## src/rtl/rm_symbol_sequencer.sv

```systemverilog
// rm_symbol_sequencer
//
// Producer end of the runtime-monitor symbol interface. Trace events from the
// core arrive on a valid/ready port and are buffered in a small FIFO; the
// sequencer then streams them to the monitor cluster at one symbol per cycle
// and runs a monitor reset sequence at power-up and after every end-of-trace
// symbol, so each trace is checked from the automata start states.
//
// Optional feature (macro RM_SEQ_IDLE_FILL_EN): while streaming with enable
// high and nothing buffered, the sequencer emits IDLE_SYM with run=1 instead
// of idling. The IDLE_SYM parameter only exists in that build.
//
// Parameters
//   SYM_W       symbol width, matches the monitor symbols input
//   DEPTH       FIFO entries, power of two, >= 2
//   RST_CYCLES  cycles mon_reset is held high per reset sequence, >= 1
//   IDLE_SYM    filler symbol (RM_SEQ_IDLE_FILL_EN builds only)
//
// Ports
//   clk        clock, rising edge
//   reset      asynchronous active-low reset
//   enable     allows popping toward the monitor
//   ev_valid   event valid
//   ev_ready   FIFO can accept an event (registered)
//   ev_symbol  event symbol
//   ev_last    final symbol of a trace
//   symbols    registered symbol to the monitor
//   run        registered, monitor consumes symbols this cycle
//   mon_reset  registered, active-high monitor reset
//   busy       FIFO non-empty or not streaming
//   trace_len  symbols emitted in the current trace, wraps at 2^16
//
// FSM states
//   state     | meaning
//   ST_MRST   | monitor reset sequence; mon_reset held, no popping
//   ST_STREAM | popping buffered events toward the monitor

module rm_symbol_sequencer #(
    parameter int SYM_W      = 8,
    parameter int DEPTH      = 8,
    parameter int RST_CYCLES = 2
`ifdef RM_SEQ_IDLE_FILL_EN
    ,
    parameter logic [SYM_W-1:0] IDLE_SYM = '0
`endif
) (
    input  logic             clk,
    input  logic             reset,
    input  logic             enable,
    input  logic             ev_valid,
    output logic             ev_ready,
    input  logic [SYM_W-1:0] ev_symbol,
    input  logic             ev_last,
    output logic [SYM_W-1:0] symbols,
    output logic             run,
    output logic             mon_reset,
    output logic             busy,
    output logic [15:0]      trace_len
);

    localparam int AW = (DEPTH > 1) ? $clog2(DEPTH) : 1;
    localparam int CW = (RST_CYCLES > 1) ? $clog2(RST_CYCLES) : 1;
    localparam logic [AW:0]   DEPTH_C  = (AW+1)'(DEPTH);
    localparam logic [AW:0]   ONE_C    = (AW+1)'(1);
    localparam logic [CW-1:0] RST_LAST = CW'(RST_CYCLES - 1);

    typedef enum logic {
        ST_MRST   = 1'b0,
        ST_STREAM = 1'b1
    } state_t;

    state_t state, state_nxt;
    logic [CW-1:0] rst_cnt, rst_cnt_nxt;

    // FIFO entry is {last, symbol}
    logic [SYM_W:0]  mem [DEPTH];
    logic [AW-1:0]   wr_ptr, rd_ptr;
    logic [AW:0]     count, count_nxt;
    logic            empty;
    logic            push, pop;
    logic [SYM_W:0]  head;

    logic [SYM_W-1:0] symbols_nxt;
    logic             run_nxt;
    logic             mon_reset_nxt;
    logic [15:0]      trace_len_nxt;

    assign empty = (count == '0);
    assign head  = mem[rd_ptr];
    assign push  = ev_valid && ev_ready;
    assign busy  = !empty || (state != ST_STREAM);

    always_comb begin
        count_nxt = count;
        if (push && !pop) begin
            count_nxt = count + ONE_C;
        end else if (!push && pop) begin
            count_nxt = count - ONE_C;
        end
    end

    always_ff @(posedge clk) begin
        if (push) begin
            mem[wr_ptr] <= {ev_last, ev_symbol};
        end
    end

    // ev_ready is registered from the next occupancy, so a same-cycle pop at
    // full never re-opens the port combinationally.
    always_ff @(posedge clk or negedge reset) begin
        if (!reset) begin
            wr_ptr   <= '0;
            rd_ptr   <= '0;
            count    <= '0;
            ev_ready <= 1'b0;
        end else begin
            if (push) wr_ptr <= wr_ptr + 1'b1;
            if (pop)  rd_ptr <= rd_ptr + 1'b1;
            count    <= count_nxt;
            ev_ready <= (count_nxt != DEPTH_C);
        end
    end

    always_ff @(posedge clk or negedge reset) begin
        if (!reset) begin
            state     <= ST_MRST;
            rst_cnt   <= '0;
            symbols   <= '0;
            run       <= 1'b0;
            mon_reset <= 1'b1;
            trace_len <= '0;
        end else begin
            state     <= state_nxt;
            rst_cnt   <= rst_cnt_nxt;
            symbols   <= symbols_nxt;
            run       <= run_nxt;
            mon_reset <= mon_reset_nxt;
            trace_len <= trace_len_nxt;
        end
    end

    // rst_cnt only advances on cycles where mon_reset is actually visible.
    // At power-up mon_reset is high straight out of reset; after an
    // end-of-trace pop the first MRST cycle still shows the last symbol, so
    // that cycle is not counted and the monitor always sees RST_CYCLES
    // cycles of mon_reset.
    always_comb begin
        state_nxt     = state;
        rst_cnt_nxt   = rst_cnt;
        pop           = 1'b0;
        symbols_nxt   = symbols;
        run_nxt       = 1'b0;
        mon_reset_nxt = mon_reset;
        trace_len_nxt = trace_len;
        case (state)
            ST_MRST: begin
                symbols_nxt   = '0;
                trace_len_nxt = '0;
                if (mon_reset && (rst_cnt == RST_LAST)) begin
                    state_nxt     = ST_STREAM;
                    rst_cnt_nxt   = '0;
                    mon_reset_nxt = 1'b0;
                end else begin
                    mon_reset_nxt = 1'b1;
                    if (mon_reset) begin
                        rst_cnt_nxt = rst_cnt + 1'b1;
                    end
                end
            end
            ST_STREAM: begin
                mon_reset_nxt = 1'b0;
                if (enable && !empty) begin
                    pop           = 1'b1;
                    symbols_nxt   = head[SYM_W-1:0];
                    run_nxt       = 1'b1;
                    trace_len_nxt = trace_len + 16'd1;
                    if (head[SYM_W]) begin
                        state_nxt   = ST_MRST;
                        rst_cnt_nxt = '0;
                    end
                end
`ifdef RM_SEQ_IDLE_FILL_EN
                else if (enable) begin
                    symbols_nxt   = IDLE_SYM;
                    run_nxt       = 1'b1;
                    trace_len_nxt = trace_len + 16'd1;
                end
`endif
            end
            default: begin
                state_nxt = ST_MRST;
            end
        endcase
    end

endmodule
```

## config.mk

```make
export PLATFORM = sky130hd
export DESIGN_NAME = rm_symbol_sequencer
export DESIGN_NICKNAME = d
export VERILOG_FILES = /design/src/rtl/rm_symbol_sequencer.sv
export SDC_FILE = /design/constraint.sdc
export NUM_CORES = 1
export LEC_CHECK = 0
export CAP_MARGIN = 20
export CORE_ASPECT_RATIO = 0.5
export CORE_MARGIN = 2
export CORE_UTILIZATION = 57
export CTS_CLUSTER_SIZE = 25
export DETAILED_ROUTE_END_ITERATION = 7
export PLACE_DENSITY = 0.79
export SLEW_MARGIN = 20
export SYNTH_ARGS = -nofsm -noshare
export SYNTH_HDL_FRONTEND = slang
export SYNTH_SLANG_ARGS = --single-unit
export TNS_END_PERCENT = 1
```

## constraint.sdc

```tcl
create_clock -name clk -period 2.95 [get_ports clk]
set_input_delay 0.59 -clock clk [delete_from_list [all_inputs] [get_ports clk]]
set_output_delay 0.59 -clock clk [all_outputs]
set_load 0.01 [all_outputs]
```

==> metrics.md <==
| Metric | Value |
|---|---|
| Post_cts resized | 0 |
| Count leader, synth | edfxtp_1 |
| CTS buffer count | 9 |
| Share of layout cells above drive strength 1 | 15.28% |
| DIE WIDTH | 131.4 um |
| CP required | 2360 ps |
| Drt wl/cell | 18.65 um |
| Top cell type's share of synthesized area | 46.74% |
| Synth area leader | edfxtp_1 |
| CTS root buf | clkbuf_16 |
| Crit Path Category | register to output port |
| Ant diodes | 0 |
| XOR/XNOR Fraction of Synth Area | 2.840% |
| Worst-skew pair later-pin latency | 350 ps |
| Outcome | finished clean |
| Peak VDD IR | 0.0004301 V |
| Slew Limit Fails | 0 |
| Main combinational cell family by area after synthesis | multiplexers |
| Global route overflow | 0 |
| Final clock skew | 5.692 ps |
| Global-route wire length before repair | 14.25 mm |
| Simple-gate share of the synthesized area | 9.575% |
| Initial drt markers | 243 |
| Worst-path clk slew | 70 ps |
| Ys flop type | edfxtp_1 |
| H-Tree Depth | 3 |
| WP data arrival | 1910 ps |
| HPWL reported at the end of detailed placement | 5.721 mm |
| # rows | 23 |
| Synth Area in Compound Gates | 4.869% |
| Power Density | 876.0 nW/um^2 |
| Initial Util | 58.24% |
| Ports | 41 |
| Cells after synthesis | 305 |
| Pleak | 0.001991 uW |
| Final Power | 4806 uW |
| Synthesis Warnings | 0 |
| Syn_area_per_cell | 15.17 um^2 |
| Worst reg2reg startpoint | count[1] |
| Synth Register Bits | 111 |
| Number of global-route vias before repair | 2720 |
| Num Clock Sinks | 111 |
| Die Height | 67.70 um |
| CTS tree | built |
| Mapped Area | 4626 um^2 |
| Top post-synthesis cells by area | edfxtp_1, dfrtp_1, mux4_2, nand2_1, mux2i_1 |
| Largest net degree at the start of global routing | 40 |
| Final Cycle Share | 84.61% |
| Worst-path fanout max | 5 |
| Max clock buf depth | 2 |
| Fraction of registers with async set/reset | 35.14% |
| Final setup viols | 0 |
| Post-synth EDFFs | 72 |
| Synth unique cells | 47 |
| Routed via count | 2696 |
| CP endpoint kind | output port |
| Max_cap viols | 0 |
| DRT Pass-1 Iters | 4 |
| Area grow syn2layout | 18.61% |
| Mapped Nets | 323 |
| Synth Area in Adders | 1.352% |
| Post-route antenna net violation count | 0 |
| Number of I/O port buffers | 40 |
| Max Freq | 400.6 MHz |
| Routability cong. | 0.8975 |
| Cts hold-fix bufs | 0 |
| Worst slew margin | 40.20% |
| Routed WL | 8.801 mm |
| Initial antenna violation count | 0 |
| Dpl cell area | 5191 um^2 |
| Design area | 5487 um^2 |
| Vias per inst | 5.712 |
| RSZ-0062 raised after global routing | false |
| Fin. Hold Viols | 0 |
| CORE AREA | 7943 um^2 |
| Total Die Area | 8896 um^2 |
| Setup Total Neg Slack | 0 ps |
| Top cells by count, synth | edfxtp_1, dfrtp_1, nand2_1, mux4_2 |
| Seq/Total Area, Yosys | 67.87% |
| Final nets | 373 |
| Worst setup path startpoint | count[0] |
| Post-CTS Setup Bufs | 0 |
| Gr usage total | 21.90% |
| Tmin final | 2496 ps |
| Crit start category | register |
| Mux cell area share after synthesis | 11.39% |
| DRC | 0 |
| Worst-margin pin slew | 897.0 ps |
| Worst hold path class | primary input to asynchronous set/reset pin |
[critical path: stages (launching register included)]
cell             delay [ps]
dfrtp_1                 440
inv_1                    70
ha_1                    240
nor3b_2                 170
nand2_1                  70
clkdlybuf4s50_1         560
[cells in the final DEF (no fill, tap or decap), drive strengths merged, types with 11 or more instances in the layout]
cell type       n
mux2i          11
o21ai          12
clkdlybuf4s50  39
nor2           11
dfrtp          38
xnor2          12
mux4           18
edfxtp         72
buf            14
inv            11
nand2          31
[final cells by class]
class / instances / area (um^2)
Fill cell: 526 / 2456
Sequential cell: 111 / 3139
Tap cell: 112 / 140.1
Timing Repair Buffer: 53 / 493.0
Clock inverter: 6 / 66.31
Clock buffer: 10 / 229.0
Inverter: 8 / 30.03
Multi-Input combinational cell: 172 / 1389
[layer usage]
metal / routed length (um) / share of wire, % / global-route usage, % / up-vias
met5: 0 / 0 / 0 / -
met4: 108 / 1.2 / 8.016 / 0
met3: 424 / 4.8 / 5.030 / 9
met2: 4555 / 52 / 38.81 / 69
met1: 3713 / 42 / 27.39 / 1360
li1: - / - / - / 1258
[state kept, by name, indices dropped and copies added, names as in the netlist]
| register | cells |
|---|---|
| rd_ptr | 3 |
| mem | 72 |
| wr_ptr | 3 |
| state | 1 |
| run | 1 |
| count | 4 |
| symbols | 8 |
| ev_ready | 1 |
| trace_len | 16 |
| rst_cnt | 1 |
| mon_reset | 1 |
[where the power goes]
part | switching, uW | total [uW] | internal (uW)
clock | 530 | 1190 | 665
combinational | 625 | 1330 | 706
sequential | 315 | 2280 | 1970
[path summary, 6_finish.rpt]
check                      cells after the start             to  slack (ps)
max                                            5           busy         450
min                                            1     symbols[0]         370
max reg2reg                                    7       ev_ready         520
min reg2reg                                    1      mon_reset         480
max in group asynchronous                      1  trace_len[10]        2020
min in group clk                               1      mon_reset         480
[metrics by stage]
stage	setup slack (ps)	hold slack (ps)	std cells	util, %
after global placement	414.1	464.9	456	65.36
after global routing	353.2	434.2	472	69.08
after floorplan	774.4	294.4	305	-
final	453.9	367.5	472	69.08
after detailed placement	381.5	477.7	456	65.36
after CTS	427.0	383.8	472	69.08
[kinds of logic (layout without fill, tap and decap cells)]
group           count (synthesis)  count (layout)
fa+ha+maj                       5               5
simple gates                   86              86
compound gates                 36              36
mux                            30              30
buf+inv                        22              77
xor+xnor                       15              15
flops                         111             111
Power figures use the tool's default switching activity.
